$ cat src/rtl/mem_io_decoder.sv
// Registered load/store decoder: data-memory byte lanes or memory-mapped I/O channel with req/ack stall.
// Optional misalignment trap enabled by defining MISALIGN_CHK_EN.
module mem_io_decoder #(
  parameter int unsigned      AW         = 32,
  parameter int unsigned      IO_BASE    = 64,
  parameter int unsigned      IO_CH      = 4,
  parameter logic [IO_CH-1:0] IO_RD_MASK = IO_CH'(4'b1100),
  parameter int unsigned      TIMEOUT    = 15,
  localparam int unsigned     OPW        = $clog2(IO_CH) + 1
) (
  input  logic           clk,
  input  logic           rst_n,
  input  logic           req_valid,
  input  logic [AW-1:0]  aluout,
  input  logic [1:0]     writecontrol,
  input  logic [1:0]     readcontrol,
  input  logic           signcontrol,
  input  logic           io_ack,
  output logic [3:0]     wemen,
  output logic [3:0]     re,
  output logic [AW-1:0]  daddr,
  output logic           memdatamuxcontrol,
  output logic [OPW-1:0] opcode,
  output logic           sign_q,
  output logic           io_req,
  output logic           stall,
  output logic           io_err,
  output logic           misalign
);

  localparam int unsigned CW = 4;

  typedef enum logic [1:0] {
    S_IDLE,
    S_IO_WAIT,
    S_IO_DONE
  } state_t;

  state_t         r_state, w_state_nxt;
  logic [3:0]     r_wemen, w_wemen_nxt;
  logic [3:0]     r_re, w_re_nxt;
  logic [AW-1:0]  r_daddr, w_daddr_nxt;
  logic           r_mux, w_mux_nxt;
  logic [OPW-1:0] r_opcode, w_opcode_nxt;
  logic           r_sign, w_sign_nxt;
  logic           r_io_req, w_io_req_nxt;
  logic           r_stall, w_stall_nxt;
  logic           r_io_err, w_io_err_nxt;
  logic           r_misalign, w_misalign_nxt;
  logic [CW-1:0]  r_cnt, w_cnt_nxt;

  logic           w_store;
  logic           w_load;
  logic [1:0]     w_size;
  logic [3:0]     w_lanes;
  logic           w_mis;
  logic [AW-1:0]  w_waddr;
  logic           w_in_win;
  logic [OPW-1:0] w_chan;
  logic           w_chan_rd;
  logic           w_io_legal;
  logic [CW-1:0]  w_cnt_inc;

  // Request decode: a store takes priority over a simultaneous load
  always_comb begin
    w_store = (writecontrol != 2'd3);
    w_load  = !w_store && (readcontrol != 2'd3);
    w_size  = w_store ? writecontrol : readcontrol;
    case (w_size)
      2'd0:    w_lanes = 4'b0001 << aluout[1:0];
      2'd1:    w_lanes = aluout[1] ? 4'b1100 : 4'b0011;
      2'd2:    w_lanes = 4'b1111;
      default: w_lanes = 4'b0000;
    endcase
`ifdef MISALIGN_CHK_EN
    w_mis = ((w_size == 2'd2) && (aluout[1:0] != 2'b00)) ||
            ((w_size == 2'd1) && aluout[0]);
`else
    w_mis = 1'b0;
`endif
    w_waddr   = aluout >> 2;
    w_in_win  = (w_waddr >= AW'(IO_BASE)) && (w_waddr < AW'(IO_BASE + IO_CH));
    w_chan    = OPW'(w_waddr - AW'(IO_BASE));
    w_chan_rd = 1'b0;
    for (int unsigned k = 0; k < IO_CH; k++) begin
      if (w_chan == OPW'(k)) w_chan_rd = IO_RD_MASK[k];
    end
    w_io_legal = w_in_win &&
                 (w_chan_rd ? (!w_store && (readcontrol == 2'd2)) : w_store);
    w_cnt_inc  = r_cnt + CW'(1);
  end

  // Next state and next registered outputs; idle values are the defaults
  always_comb begin
    w_state_nxt    = r_state;
    w_wemen_nxt    = 4'b0000;
    w_re_nxt       = 4'b0000;
    w_daddr_nxt    = '0;
    w_mux_nxt      = 1'b0;
    w_opcode_nxt   = OPW'(IO_CH);
    w_sign_nxt     = r_sign;
    w_io_req_nxt   = 1'b0;
    w_stall_nxt    = 1'b0;
    w_io_err_nxt   = 1'b0;
    w_misalign_nxt = 1'b0;
    w_cnt_nxt      = r_cnt;
    case (r_state)
      S_IDLE: begin
        if (req_valid) begin
          w_sign_nxt = signcontrol;
          if (w_mis) begin
            w_misalign_nxt = 1'b1;
          end else if (w_in_win) begin
            if (w_io_legal) begin
              w_state_nxt  = S_IO_WAIT;
              w_opcode_nxt = w_chan;
              w_mux_nxt    = w_chan_rd;
              w_io_req_nxt = 1'b1;
              w_stall_nxt  = 1'b1;
              w_cnt_nxt    = '0;
            end
          end else if (w_store) begin
            w_wemen_nxt = w_lanes;
            w_daddr_nxt = w_waddr;
          end else if (w_load) begin
            w_re_nxt    = w_lanes;
            w_daddr_nxt = w_waddr;
          end
        end
      end
      S_IO_WAIT: begin
        w_opcode_nxt = r_opcode;
        w_mux_nxt    = r_mux;
        w_cnt_nxt    = w_cnt_inc;
        if (io_ack) begin
          w_state_nxt = S_IO_DONE;
        end else if (w_cnt_inc == CW'(TIMEOUT)) begin
          w_state_nxt  = S_IO_DONE;
          w_io_err_nxt = 1'b1;
        end else begin
          w_io_req_nxt = 1'b1;
          w_stall_nxt  = 1'b1;
        end
      end
      S_IO_DONE: begin
        w_state_nxt = S_IDLE;
      end
      default: begin
        w_state_nxt = S_IDLE;
      end
    endcase
  end

  always_ff @(posedge clk) begin
    if (!rst_n) begin
      r_state    <= S_IDLE;
      r_wemen    <= 4'b0000;
      r_re       <= 4'b0000;
      r_daddr    <= '0;
      r_mux      <= 1'b0;
      r_opcode   <= OPW'(IO_CH);
      r_sign     <= 1'b0;
      r_io_req   <= 1'b0;
      r_stall    <= 1'b0;
      r_io_err   <= 1'b0;
      r_misalign <= 1'b0;
      r_cnt      <= '0;
    end else begin
      r_state    <= w_state_nxt;
      r_wemen    <= w_wemen_nxt;
      r_re       <= w_re_nxt;
      r_daddr    <= w_daddr_nxt;
      r_mux      <= w_mux_nxt;
      r_opcode   <= w_opcode_nxt;
      r_sign     <= w_sign_nxt;
      r_io_req   <= w_io_req_nxt;
      r_stall    <= w_stall_nxt;
      r_io_err   <= w_io_err_nxt;
      r_misalign <= w_misalign_nxt;
      r_cnt      <= w_cnt_nxt;
    end
  end

  assign wemen             = r_wemen;
  assign re                = r_re;
  assign daddr             = r_daddr;
  assign memdatamuxcontrol = r_mux;
  assign opcode            = r_opcode;
  assign sign_q            = r_sign;
  assign io_req            = r_io_req;
  assign stall             = r_stall;
  assign io_err            = r_io_err;
  assign misalign          = r_misalign;

endmodule

$ cat config.mk
export PLATFORM = sky130hd
export DESIGN_NAME = mem_io_decoder
export DESIGN_NICKNAME = d
export VERILOG_FILES = /design/src/rtl/mem_io_decoder.sv
export SDC_FILE = /design/constraint.sdc
export NUM_CORES = 1
export LEC_CHECK = 0
export BUFFER_PORTS_ARGS = -buffer_cell sky130_fd_sc_hd__buf_2
export CAP_MARGIN = 20
export CORE_UTILIZATION = 39
export CTS_BUF_LIST = sky130_fd_sc_hd__clkbuf_2
export CTS_CLUSTER_DIAMETER = 80
export CTS_CLUSTER_SIZE = 25
export DETAILED_ROUTE_END_ITERATION = 8
export PLACE_DENSITY = 0.69
export SETUP_SLACK_MARGIN = 0.5
export SYNTH_ARGS = -nofsm -noshare
export SYNTH_HDL_FRONTEND = slang
export SYNTH_SLANG_ARGS = --single-unit
$ cat constraint.sdc
create_clock -name clk -period 1.7 [get_ports clk]
set_input_delay 0.17 -clock clk [delete_from_list [all_inputs] [get_ports clk]]
set_output_delay 0.17 -clock clk [all_outputs]
set_load 0.02 [all_outputs]
==> flow_summary_export.csv <==
group,metric,value,unit
clock_tree,clk_root_buffer_cell,"clkbuf_2",
floorplanning,die_h,72.3,um
floorplanning,core,4750,sq um
synth,synth-compound-area-share,0.103,
detailed_routing,postRouteAntennaNets,0,
detailed_routing,firstDrtPassIters,4,
setup_path,r2r-start,"r_cnt[0]$_SDFFE_PN0P_",
clock_tree,cts_tree,"yes",
finish,area.growth.synth_to_final,63.9,%
floorplanning,io_pins,90,
timing,finalMaxSlewViolations,0,
setup_path,slowest_delay,0.45,ns
setup_path,reg2regPathDepth,4,
synth,synth.avg_cell_area,10.6,sq um
setup_path,crit_path_end,"r_cnt[3]$_SDFFE_PN0P_",
power_and_ir_drop,power_density,667,nW/um^2
finish,diodes,0,
setup_path,cp-end-kind,"register",
setup_path,worstPathCellList,"and3_4 > mux2_4 > a22oi_2 > a21boi_1",
detailed_routing,wl,5750,um
setup_path,ff2ff_setup_slack,0.42,ns
timing,fin_crit_sh,0.750,
finish,layout_commonest_cell,"buf_2",
detailed_routing,via_count,1895,
timing,period_minus_slack,1.28,ns
clock_tree,cts_buffers,5,
finish,layout_common_cells,"buf_2 (57), buf_4 (34), dfxtp_1 (33), dlygate4sd3_1 (33), and3_1 (26)",
grt,antenna_found_initial,0,
synth,synth_top_family_by_area,"simple AND/OR/NAND/NOR gates",
detailed_routing,post_drt_wl_per_cell,15.0,um
floorplanning,dieArea,5230,sq um
clock_tree,clockBufferDepth,2,
finish,fin_nets,359,
synth,synth_cell_types,45,
grt,grt_max_degree,22,
outcome,status,"complete, no violations",
synth,synth-seq-cells,51,
synth,synthCells,182,
setup_path,cp.depth,4,
grt,track_usage,0.218,
min_path,min-delay-start,"readcontrol[1]",
synth,synth-simple-area-share,0.285,
clock_tree,cts.sinks,51,
clock_tree,cts.clk_slew.worst_paths,0.28,ns
power_and_ir_drop,p_leak,1.47,nW
detailed_routing,drt_iter0_drc,65,
setup_path,crit_start,"r_cnt[0]$_SDFFE_PN0P_",
synth,synth_fa_ha_area_frac,0.0130,
clock_tree,htreeDepth,2,
setup_path,critPathArrivalTime,1.60,ns
timing,rsz0062_at_grt,"yes",
grt,grt_pass1_wl,8690,um
detailed_routing,viasPerCell,4.93,
floorplanning,start_util,0.406,
clock_tree,insertion_delay,0.44,ns
setup_path,regToRegEndpoint,"r_cnt[3]$_SDFFE_PN0P_",
timing,setup-violations-final,0,
setup_path,path_buf_inv,0,
timing,tns,0,ns
synth,synth-xor-area-share,0.00454,
synth,ys_warn_count,0,
timing,fin_skew,0.0328,ns
synth,synthFlopType,"dfxtp_1",
place,dp_hpwl,3280,um
setup_path,path_max_fanout,4,
place,place.port_buffers,86,
timing,finalHoldViolCount,0,
min_path,hold_class,"in -> reg",
synth,synth_mux_area_frac,0.0182,
floorplanning,die_width,72.3,um
setup_path,critPathSlowestCell,"dfxtp_4",
grt,grt_pass1_vias,1821,
timing,fmax,784,MHz
power_and_ir_drop,peakVddDrop,0.441,mV
synth,synth_area,1930,sq um
setup_path,crit_family,"flip-flops",
synth,seq_area_frac_synth,0.530,
place,gp_congestion,0.846,
setup_path,critPathKind,"reg -> reg",
run,cap_violations,0,
place,dpl-instance-area,2410,sq um
detailed_routing,drc,0,
synth,postSynth.asyncResetShare,0,
floorplanning,num_rows,25,
grt,grt_remaining_overflow,0,
finish,fin_area,3160,sq um
finish,final_layout_size_suffix_gt1_frac,0.521,
synth,synth-edff-count,0,
setup_path,worst_ep_required_time,2.03,ns
setup_path,startpoint_type,"register",
==> how the worst min path moves through the flow <==
stage | end | slack (ns) | cells after the start
after floorplan | io_err$_SDFF_PP0_ | 0.25 | 1
after detailed placement | io_err$_SDFF_PP0_ | 0.37 | 2
after CTS | r_cnt[2]$_SDFFE_PN0P_ | 0.02 | 3
final | re[2]$_SDFF_PP0_ | 0.06 | 3
after global placement | io_err$_SDFF_PP0_ | 0.38 | 2
after global routing | r_cnt[0]$_SDFFE_PN0P_ | 0.01 | 2
==> registers in the layout, summed over array words and instances (netlist names) <==
| register | count |
|---|---|
| r_state | 2 |
| stall | 1 |
| r_cnt | 4 |
| io_err | 1 |
| daddr | 30 |
| re | 4 |
| wemen | 4 |
| memdatamuxcontrol | 1 |
| opcode | 3 |
| sign_q | 1 |
==> what timing repair did <==
action / in CTS / in global routing
cloned: 3 / 0
endpoints found under the setup margin: 50 / 80
resized for setup: 32 / 64
endpoints found under the hold margin: 40 / 0
hold buffers: 33 / 0
setup buffers: 9 / 2
pin swaps: 13 / 13
==> routing by layer <==
metal	GRT usage	vias to the layer above	part of all wire	wire [um]
li1	-	921	-	-
met1	0.276	911	0.44	2540
met2	0.376	59	0.50	2880
met3	0.0458	4	0.048	275
met4	0.0566	0	0.0089	51
met5	0	-	0	0
==> worst min-delay path, stage by stage <==
cell and delay (ns):
buf_2 0.15, o21ai_1 0.09, nor2_1 0.08
==> cell usage after synthesis, types with 2 or more instances <==
cell type | number | area share
a22o_1 | 2 | 0.0091
o21ai_0 | 7 | 0.018
nor2b_1 | 4 | 0.013
inv_1 | 5 | 0.0097
nand2_1 | 5 | 0.0097
nor4_2 | 6 | 0.039
o21bai_1 | 3 | 0.012
clkbuf_1 | 4 | 0.0078
buf_4 | 5 | 0.019
nand3b_1 | 2 | 0.0078
a21boi_0 | 3 | 0.012
dfxtp_1 | 51 | 0.53
nor2_1 | 15 | 0.029
nor3b_1 | 2 | 0.0078
o311ai_0 | 3 | 0.014
nor3_1 | 5 | 0.013
and3_1 | 27 | 0.088
a21oi_1 | 5 | 0.013
ha_1 | 2 | 0.013
==> cells by family (layout without fill, tap and decap cells) <==
kind of cell,count (synthesis),count (layout)
flops,51,51
buf+inv,16,146
xor+xnor,1,1
mux,3,3
fa+ha+maj,2,2
simple gates,79,82
compound gates,29,29
other cells,1,3
==> metrics by stage <==
step / cells / hold slack [ns] / worst slack [ns] / total power [mW] / util
3_5_place_dp: 329 / 0.368 / 0.129 / 1.51 / 0.507
5_1_grt: 384 / 0.0101 / 0.374 / 2.20 / 0.665
6_report: 384 / 0.0603 / 0.425 / 2.11 / 0.665
2_1_floorplan: 184 / 0.246 / 0.469 / 1.40 / -
4_1_cts: 382 / 0.0248 / 0.462 / 2.08 / 0.623
3_3_place_gp: 329 / 0.376 / 0.179 / 1.51 / 0.507
==> power breakdown <==
group | internal, mW | switching (mW) | leakage, nW | total, mW
combinational | 0.177 | 0.179 | 1.01 | 0.356
sequential | 1.23 | 0.0109 | 0.425 | 1.24
clock | 0.109 | 0.400 | 0.0309 | 0.509
==> area by class of cell <==
class / instances / area, sq um
fill: 387 / 1590
sequential: 51 / 1050
multi-input combinational: 120 / 983
timing repair buffer: 133 / 972
tap: 67 / 83.8
clock buffer: 5 / 25.0
clock inverter: 3 / 23.8
inverter: 5 / 18.8
Power figures use the tool's default switching activity.
